### src/rtl/instruction_fetch_unit.sv
// rtl/instruction_fetch_unit.sv - PC, instruction memory fetch, prefetch FIFO, redirect and fault latch
module instruction_fetch_unit #(
  parameter int ADDR_WIDTH = 32,
  parameter int DATA_WIDTH = 32,
  parameter int FIFO_DEPTH = 4,
  parameter logic [ADDR_WIDTH-1:0] RESET_PC = '0
) (
  input  logic                  clk_i,
  input  logic                  rst_i,
  output logic                  imem_req_o,
  output logic [ADDR_WIDTH-1:0] imem_addr_o,
  input  logic [DATA_WIDTH-1:0] imem_data_i,
  input  logic                  imem_valid_i,
  input  logic                  redirect_i,
  input  logic [ADDR_WIDTH-1:0] redirect_pc_i,
  output logic                  instr_valid_o,
  input  logic                  instr_ready_i,
  output logic [DATA_WIDTH-1:0] instr_o,
  output logic [ADDR_WIDTH-1:0] instr_pc_o,
  output logic                  fetch_fault_o,
  output logic [ADDR_WIDTH-1:0] fault_addr_o
);
  localparam int PTR_W = $clog2(FIFO_DEPTH);
  localparam logic [PTR_W:0] DEPTH_C = (PTR_W + 1)'(FIFO_DEPTH);

  typedef enum logic {ST_RUN, ST_FAULT} state_e;

  state_e                state_q, state_d;
  logic [ADDR_WIDTH-1:0] pc_q, pc_d;
  logic [ADDR_WIDTH-1:0] fault_addr_q, fault_addr_d;
  logic [PTR_W-1:0]      rptr_q, rptr_d;
  logic [PTR_W-1:0]      wptr_q, wptr_d;
  logic [PTR_W:0]        count_q, count_d;
  logic [DATA_WIDTH-1:0] data_mem_q [FIFO_DEPTH];
  logic [DATA_WIDTH-1:0] data_mem_d [FIFO_DEPTH];
  logic [ADDR_WIDTH-1:0] pc_mem_q [FIFO_DEPTH];
  logic [ADDR_WIDTH-1:0] pc_mem_d [FIFO_DEPTH];

  logic pop;
  logic push;
  logic full;

  always_comb begin
    pop        = (count_q != '0) && instr_ready_i;
    full       = (count_q == DEPTH_C);
    // A full FIFO that is popping this cycle frees the slot the fetch will fill.
    imem_req_o = !rst_i && (state_q == ST_RUN) && !redirect_i && (!full || pop);
    push       = imem_req_o && imem_valid_i;

    state_d      = state_q;
    pc_d         = pc_q;
    fault_addr_d = fault_addr_q;
    rptr_d       = rptr_q;
    wptr_d       = wptr_q;
    count_d      = count_q;
    data_mem_d   = data_mem_q;
    pc_mem_d     = pc_mem_q;

    if (redirect_i) begin
      pc_d    = redirect_pc_i;
      count_d = '0;
      rptr_d  = wptr_q;
      state_d = ST_RUN;
    end else begin
      if (push) begin
        data_mem_d[wptr_q] = imem_data_i;
        pc_mem_d[wptr_q]   = pc_q;
        wptr_d             = wptr_q + 1'b1;
        pc_d               = pc_q + ADDR_WIDTH'(4);
      end else if (imem_req_o) begin
        fault_addr_d = pc_q;
        state_d      = ST_FAULT;
      end
      if (pop) begin
        rptr_d = rptr_q + 1'b1;
      end
      count_d = count_q + (PTR_W + 1)'(push) - (PTR_W + 1)'(pop);
    end
  end

  always_ff @(posedge clk_i) begin
    if (rst_i) begin
      state_q      <= ST_RUN;
      pc_q         <= RESET_PC;
      fault_addr_q <= '0;
      rptr_q       <= '0;
      wptr_q       <= '0;
      count_q      <= '0;
    end else begin
      state_q      <= state_d;
      pc_q         <= pc_d;
      fault_addr_q <= fault_addr_d;
      rptr_q       <= rptr_d;
      wptr_q       <= wptr_d;
      count_q      <= count_d;
    end
  end

  // Entry storage is qualified by count, so it needs no reset.
  always_ff @(posedge clk_i) begin
    data_mem_q <= data_mem_d;
    pc_mem_q   <= pc_mem_d;
  end

  always_comb begin
    imem_addr_o   = pc_q;
    instr_valid_o = (count_q != '0);
    instr_o       = instr_valid_o ? data_mem_q[rptr_q] : '0;
    instr_pc_o    = instr_valid_o ? pc_mem_q[rptr_q] : '0;
    fetch_fault_o = (state_q == ST_FAULT);
    fault_addr_o  = fault_addr_q;
  end
endmodule

### config.mk
export PLATFORM = sky130hd
export DESIGN_NAME = instruction_fetch_unit
export DESIGN_NICKNAME = d
export VERILOG_FILES = /design/src/rtl/instruction_fetch_unit.sv
export SDC_FILE = /design/constraint.sdc
export NUM_CORES = 1
export LEC_CHECK = 0
export ABC_AREA = 1
export CORE_ASPECT_RATIO = 0.5
export CORE_MARGIN = 1
export CORE_UTILIZATION = 60
export CTS_CLUSTER_SIZE = 30
export DETAILED_ROUTE_END_ITERATION = 10
export DONT_BUFFER_PORTS = 1
export PLACE_DENSITY = 0.85
export SLEW_MARGIN = 20
export SYNTH_ARGS = -nofsm -noshare
export SYNTH_HDL_FRONTEND = slang
export SYNTH_SLANG_ARGS = --single-unit
### constraint.sdc
create_clock -name clk_i -period 9.6 [get_ports clk_i]
set_input_delay 1.92 -clock clk_i [delete_from_list [all_inputs] [get_ports clk_i]]
set_output_delay 1.92 -clock clk_i [all_outputs]
set_load 0.01 [all_outputs]
# --- Word-level counts from Yosys, hierarchy flattened ---
# Cells that the tools add are included.
totals:
  reg_bits: 328
  inputBits: 69
op_classes:
  n_reduce_logical: 17
  n_lt_le_gt_ge: 3
  eq_ne: 1
  n_bitwise: 5
  muxes: 16
  n_addsub: 5
ops:
  columns: ["op", "count"]
  rows:
  - ["$mux W32", 9]
  - ["$bwmux W128", 2]
  - ["$bmux W32 S2", 2]
  - ["$demux W32 S2", 1]
  - ["$add A32 B3 Y32 const B", 1]
  - ["$ge A3 B3 Y1 const B", 2]
  - ["$logic_and A1 B1 Y1", 6]
  - ["$not A2 Y3", 2]
  - ["$add A2 B1 Y2 const B", 2]
  - ["$mux W2", 2]
  - ["$reduce_and A2 Y1", 2]
  - ["$reduce_bool A2 Y1", 2]
  - ["$add A3 B1 Y3", 1]
  - ["$eq A3 B3 Y1 const B", 1]
  - ["$logic_not A1 Y1", 3]
  - ["$lt A3 B1 Y1 const B", 1]
  - ["$not A1 Y1", 3]
  - ["$reduce_and A3 Y1", 1]
  - ["$reduce_bool A3 Y1", 1]
  - ["$sub A3 B1 Y3", 1]
  - ["$reduce_or A2 Y1", 1]
  - ["$logic_or A1 B1 Y1", 1]

# --- Logic depth before layout (Yosys ltp) ---
# Gate-level depths: netlist of the first run.
depth:
  ltp_word: 7
  ltp_mapped: 13
  ltp_nobuf: 11

# --- Worst setup path after synthesis of the first run ---
# Ideal clock, no wire load.
synth_timing:
  path_kind: "input port to flip-flop"
  start: "in redirect_i"
  end: "reg data_mem_q[0] in the netlist's numbering, enable pin"
  path_buffers: 2
  setup_slack_ps: 3837
  arrival_time_ps: 5277
  setup_time_ps: 486
  path_stages: 7
  t_required_ps: 9114
  cell_sequence: "buf_6 inv_8 nand2_4 nor2_8 nand3_4 buf_2 nor2_1"
synth_between:
  elab_chain_cells: 5
  word_cells_on_any_way: 6
  classes_between: "1 x bitwise; 5 x reduce/logical"
synth_rtl:
  columns: ["element", "line_no", "text"]
  rows:
  - ["from (decl)", "14", "input logic redirect_i,"]
  - ["$logic_not A1 Y1", "47", "imem_req_o = !rst_i && (state_q == ST_RUN) && !redirect_i && (!full || pop);"]
  - ["$logic_and A1 B1 Y1 (2 in a row)", "47", null]
  - ["$logic_and A1 B1 Y1", "48", "push = imem_req_o && imem_valid_i;"]
  - ["$reduce_and A2 Y1 (no source line) (*)", null, null]
  - ["to (signal assigned)", "101", "data_mem_q <= data_mem_d;"]
  - ["to (decl)", "34", "logic [DATA_WIDTH-1:0] data_mem_q [FIFO_DEPTH];"]
# Mark *: on every way between the ends. The rest lies on a longest branch, timed or not.
# A chain may end at the register's enable or synchronous reset.

# --- Worst setup path in the final report of the first run ---
layout_timing:
  start: "reg rptr_q[0]"
  end: "out instr_pc_o[10]"
layout_between:
  elab_chain_cells: 5
layout_rtl:
  columns: ["element", "line_no", "text"]
  rows:
  - ["from (decl)", "31", "logic [PTR_W-1:0] rptr_q, rptr_d;"]
  - ["from (signal assigned)", "93", "rptr_q <= rptr_d;"]
  - ["$not A2 Y3 (implied by the code)", "109", "instr_pc_o = instr_valid_o ? pc_mem_q[rptr_q] : '0;"]
  - ["$bmux W32 S2", "109", null]
  - ["$mux W32 (implied by the code) (2 in a row)", "109", null]
  - ["$mux W32", "109", null]
  - ["to (decl)", "19", "output logic [ADDR_WIDTH-1:0] instr_pc_o,"]
# No other way between the ends. The select of a mux whose other input is x is not followed.

==> metrics.md, run 1 <==
| Metric | Value |
|---|---|
| Fill cell count | 1,590 |
| Final Slew Violations | 0 |
| Reg power frac | 54.1% |
| RR Startpoint | count_q[1] |
| Die span in y | 108 µm |
| # resized after CTS | 0 |
| Initial antenna violation count | 1 |
| Mean routed wirelength per cell | 20.1 µm |
| Critical-path maximum fanout | 65 |
| Crit end category | output pin |
| Initial Util | 62.0% |
| Die area | 23,300 µm² |
| Worst slew pin tran | 998 ps |
| Synthesized instance count | 1,303 |
| Total clock buffers created by CTS | 28 |
| Synth Register Bits | 328 |
| Gate power share | 5.5% |
| Worst hold path type | flip-flop to flip-flop |
| Vias in the first global route | 9,372 |
| Multi-input gate area | 3940 µm² |
| Die Span X | 215 µm |
| Worst path arrival time | 3140 ps |
| PD cells | 203 nW/µm² |
| # setup viols final | 0 |
| Net count after synthesis | 1,380 |
| Clock Latency Late Sink | 550 ps |
| CTS clk-pin slew, worst paths | 70 ps |
| Final Instance Area | 14,700 µm² |
| Distinct cells, synth | 37 |
| Dominant cells by area after synthesis | edfxtp_1 57%, dfxtp_1 11%, nor2_1 9.6% |
| Global-route wire length before repair | 49,400 µm |
| CTS max path bufs | 3 |
| MaxCap Viol Count | 0 |
| CTS Sinks | 328 |
| Nets | 1,347 |
| Share of layout cells above drive strength 1 | 6.89% |
| Grt ovf | 0 |
| Most frequent cells in the layout | 345 x nor2_1, 256 x edfxtp_1, 181 x o21ai_0, 125 x nand2_1, 103 x a21oi_1 |
| Yosys top cell by area | edfxtp_1 |
| Internal power | 2320 µW |
| HP Start | wptr_q[0] |
| Total GRT Usage | 27.4% |
| Diode count | 0 |
| Fmax | 198 MHz |
| RSZ-0062 raised after global routing | false |
| Post-Syn Area per Cell | 10.4 µm² |
| Leakage power | 0.00503 µW |
| DR DRC count | 0 |
| Worst setup path start | rptr_q[0] |
| Worst slew margin | 33.5% |
| Setup Crit Path Kind | flip-flop to output pin |
| Skew final | 26.6 ps |
| Post-synthesis async set-or-reset flop share | 0% |
| Maximum VDD drop | 0.131 mV |
| Synth Warn # | 0 |
| Routability cong. | 0.908 |
| Largest net degree at the start of global routing | 80 |
| CP required | 7680 ps |
| IO Count | 200 |
| Hold_ws | 516 ps |
| Primary FF master, synth | edfxtp_1 |
| Port bufs | 0 |
| Post-DR vias/cell | 5.99 |
| Area Growth Syn to Fin | 8.27% |
| Register area share after synthesis | 67.2% |
| Post-synthesis cell area | 13,600 µm² |
| Switching Fraction | 22.2% |
| CP Launch Type | flip-flop |
| Final HPWL DP | 18,700 µm |
| Routed vias | 9,530 |
| Tcrit/Tclk final | 52.7% |
| Reg area | 9130 µm² |
| Hold Vio Cnt, Final | 0 |
| Row count | 38 |
| EDFF count, synth | 256 |
| Number of nets with antenna violations after routing | 0 |
| H-tree Lvls | 1 |
| Clk pwr share | 40.4% |
| Cts hold-fix bufs | 0 |
| CTS root buf | clkbuf_16 |
| Initial detailed-routing violation count | 1,024 |
| Final min period | 5060 ps |
| Core Util, Final | 67.1% |
| Postcts setup bufs | 0 |
| Net Sw Power | 662 µW |
| First-pass detailed-route iteration total | 7 |
| Final WL | 32,000 µm |
| TritonCTS clock tree | built |
| Post-DP Area | 13,700 µm² |
| R2R Setup Slk | 6620 ps |
| Area share of the largest cell type after synthesis | 56.6% |
| Outcome | finished clean |
| Most common cell after layout, fill and taps aside | nor2_1 |
| Core Region | 21,900 µm² |
| Setup TNS | 0 ps |
[final cells by class]
class / count / area share, %
timing repair buffer: 10 / 0.511
inverter: 49 / 1.34
clock inverter: 15 / 1.53
tap: 300 / 2.55
clock buffer: 37 / 5.14
sequential: 328 / 62.1
multi-input combinational: 853 / 26.8
[registers in the layout (all words and copies together) (netlist names)]
register       count
fetch_fault_o      1
imem_addr_o       32
wptr_q             2
fault_addr_o      32
data_mem_q       128
rptr_q             2
count_q            3
pc_mem_q         128
[power groups by stage]
stage	clock (µW)	combinational [µW]	sequential [µW]
final	1210	165	1610
after global routing	1280	184	1620
after CTS	1220	164	1610
after detailed placement	0	162	1640
after global placement	0	156	1640
after floorplan	0	134	1620
[worst paths after layout]
| path | endpoint | cells after the start |
|---|---|---|
| max | instr_pc_o[10] | 4 |
| min | rptr_q[0] | 2 |
| max reg2reg | count_q[2] | 10 |
| min reg2reg | rptr_q[0] | 2 |
[cell usage after synthesis, types with 7 or more instances]
cell type / n
edfxtp_1: 256
inv_1: 42
nand3_1: 29
nand2_1: 125
ha_1: 7
o21ai_0: 181
a21oi_1: 103
dfxtp_1: 72
nor2_1: 349
nor2_2: 8
clkbuf_1: 34
buf_1: 8
buf_2: 23
[stage by stage]
step                setup slack, ps  total power, µW  cells
global placement               5120             1800   1540
detailed placement             5100             1810   1540
global route                   4230             3080   1592
floorplan                      3840             1760   1303
CTS                            4500             3000   1592
finish                         4540             2990   1592
[cell families (layout without fill, tap and decap cells)]
logic type               count (synthesis)  count (layout)  synth area share, %
AO/OA/AOI/OAI                          301             301                 11.4
XOR/XNOR                                11              11                0.709
adder cells (fa/ha/maj)                  8               8                0.792
buffers and inverters                  122             111                 4.02
flip-flops                             328             328                 67.2
AND/OR/NAND/NOR                        533             533                 15.9
[metal layers]
metal / vias to the layer above / share of wire (%) / global-route usage, %
met2: 472 / 47 / 45.1
met5: - / 0 / 0
met4: 0 / 2.2 / 8.47
met3: 68 / 9.9 / 6.47
met1: 4601 / 41 / 36.7
li1: 4389 / - / -
[worst max-delay path, stage by stage (launching register included)]
cell and delay (ps):
dfxtp_4 710, clkinv_2 770, buf_4 560, o21ai_0 280
a21oi_1 170
No activity file was read; power rests on OpenSTA's default activity.
==> inputs of run 2 (changes only) <==
Clock period 9.6 ns to 4.7 ns, I/O delays scaled along.
==> run 2 against run 1 <==
Net effect: global-route usage grew 0.21 points; core utilization is 0.17 points lower; count of clock-buffer cells in the layout up 2; routed wire length is 2.0% higher; die area stayed put; combinational power is 110% higher; worst hold slack worse by 68 ps; sequential share of layout area up 0.16 points; flip-flop and latch count is the same; setup slack got worse by 3200 ps.
==> metrics.md, run 2 (synthesized netlist as in run 1, its figures left out) <==
| Metric | Value |
|---|---|
| Outcome | finished clean |
| PD cells | 404 nW/µm² |
| Port bufs | 0 |
| Area Growth Syn to Fin | 8.00% |
| Final WL | 32,600 µm |
| R2R Setup Slk | 1800 ps |
| Row count | 38 |
| Die Span X | 215 µm |
| Number of nets with antenna violations after routing | 0 |
| HP Start | rst_i |
| Core Region | 21,900 µm² |
| Total GRT Usage | 27.6% |
| CP required | 3760 ps |
| Largest net degree at the start of global routing | 91 |
| Most frequent cells in the layout | 345 x nor2_1, 256 x edfxtp_1, 181 x o21ai_0, 125 x nand2_1, 103 x a21oi_1 |
| Initial Util | 62.0% |
| Initial detailed-routing violation count | 1,116 |
| Routed vias | 9,525 |
| CP cell instances | inv_2 > buf_4 > nor2_1 > o21ai_0 > a21oi_1 |
| Multi-input gate area | 3940 µm² |
| Worst slew margin | 26.2% |
| Diode count | 0 |
| Final min period | 3310 ps |
| Most common cell after layout, fill and taps aside | nor2_1 |
| Power consumption | 5930 µW |
| Critical path's largest stage delay | 780 ps |
| Routability cong. | 0.943 |
| Fmax | 302 MHz |
| Setup WS pre-CTS | 1550 ps |
| Final worst slack | 1390 ps |
| Worst path arrival time | 2370 ps |
| Fill cell count | 1,604 |
| Final Slew Violations | 0 |
| Critical-path maximum fanout | 52 |
| RSZ-0062 raised after global routing | false |
| CTS Sinks | 328 |
| CTS root buf | clkbuf_16 |
| Worst slew pin tran | 1110 ps |
| H-tree Lvls | 1 |
| # resized after CTS | 0 |
| Worst hold path type | primary input to flip-flop |
| Largest regs | data_mem_q x128, pc_mem_q x128 |
| Clock Latency Late Sink | 550 ps |
| Die area | 23,300 µm² |
| Setup Crit Path Kind | flip-flop to output pin |
| Total clock buffers created by CTS | 28 |
| Nets | 1,348 |
| Global-route wire length before repair | 49,600 µm |
| Reg area | 9130 µm² |
| Final HPWL DP | 19,500 µm |
| IO Count | 200 |
| CP Launch Type | flip-flop |
| Cts hold-fix bufs | 0 |
| Vias in the first global route | 9,043 |
| Postcts setup bufs | 0 |
| Hold Vio Cnt, Final | 0 |
| Maximum VDD drop | 0.238 mV |
| Share of layout cells above drive strength 1 | 7.05% |
| Skew final | 27.1 ps |
| Mean routed wirelength per cell | 20.5 µm |
| First-pass detailed-route iteration total | 6 |
| Tcrit/Tclk final | 70.4% |
| Leakage power | 0.00504 µW |
| Top delay family on crit path | buffers and inverters |
| Grt ovf | 0 |
| Crit path buf inv count | 2 |
| RR Startpoint | count_q[1] |
| Crit end category | output pin |
| CTS clk-pin slew, worst paths | 70 ps |
| TritonCTS clock tree | built |
| CTS max path bufs | 3 |
| Post-DR vias/cell | 5.99 |
| DR DRC count | 0 |
| Worst setup path start | rptr_q[1] |
| Die span in y | 108 µm |
| Slowest cell on crit path | inv_2 |
| MaxCap Viol Count | 0 |
| Initial antenna violation count | 0 |
| # setup viols final | 0 |
| Setup TNS | 0 ps |
-- run 2: changes by cell type in the layout (fill, tap and decap cells not counted), moves of 2 or more --
| cell | change |
|---|---|
| buf_12 | +2 |
| clkbuf_8 | +3 |
| clkinvlp_2 | -2 |
| clkinvlp_4 | -2 |
| bufinv_16 | -5 |
| clkinv_2 | +5 |
| clkbuf_1 | -3 |
| clkbuf_16 | +2 |
-- run 2: metrics by stage --
step | hold slack (ps) | instance area (µm²) | util [%] | cells
after floorplan | 483 | 13600 | - | 1303
after CTS | 433 | 14700 | 66.9 | 1591
after global routing | 433 | 14700 | 66.9 | 1591
after detailed placement | 505 | 13800 | 62.8 | 1541
after global placement | 501 | 13800 | 62.8 | 1541
final | 448 | 14700 | 66.9 | 1591
-- run 2: layout make-up --
| type | instances | area share, % |
|---|---|---|
| Tap cell | 300 | 2.56 |
| Timing Repair Buffer | 11 | 0.734 |
| Multi-Input combinational cell | 853 | 26.9 |
| Clock inverter | 11 | 0.512 |
| Sequential cell | 328 | 62.3 |
| Inverter | 49 | 1.35 |
| Clock buffer | 39 | 5.70 |
-- run 2: final timing paths --
kind | end | depth (start not counted)
min reg2reg | rptr_q[0] | 2
max | instr_o[14] | 5
min | rptr_q[0] | 1
max reg2reg | count_q[2] | 10
-- run 2: power by group --
| group | leakage (µW) | switching, µW | internal, µW | total (µW) |
|---|---|---|---|---|
| Combinational | 0.00165 | 251 | 92.8 | 344 |
| Sequential | 0.00293 | 100 | 3190 | 3290 |
| Clock | 0.000457 | 1000 | 1290 | 2290 |
-- run 2: layer usage --
metal  GRT usage [%]  vias to the layer above  part of all wire [%]
met5               0                        -                     0
met2            46.0                      420                    48
met4            7.96                        0                   2.1
met3            5.71                       56                   8.7
met1            37.2                     4665                    41
li1                -                     4384                     -
-- run 2: worst register-to-register path, delay by kind of cell (launching register included) --
kind,cells,cell delay [ps]
and+or+nand+nor,3,730
DFF,1,370
buffers and inverters,3,760
AOI/OAI and AO/OA,1,130
adders and majority gates,3,850
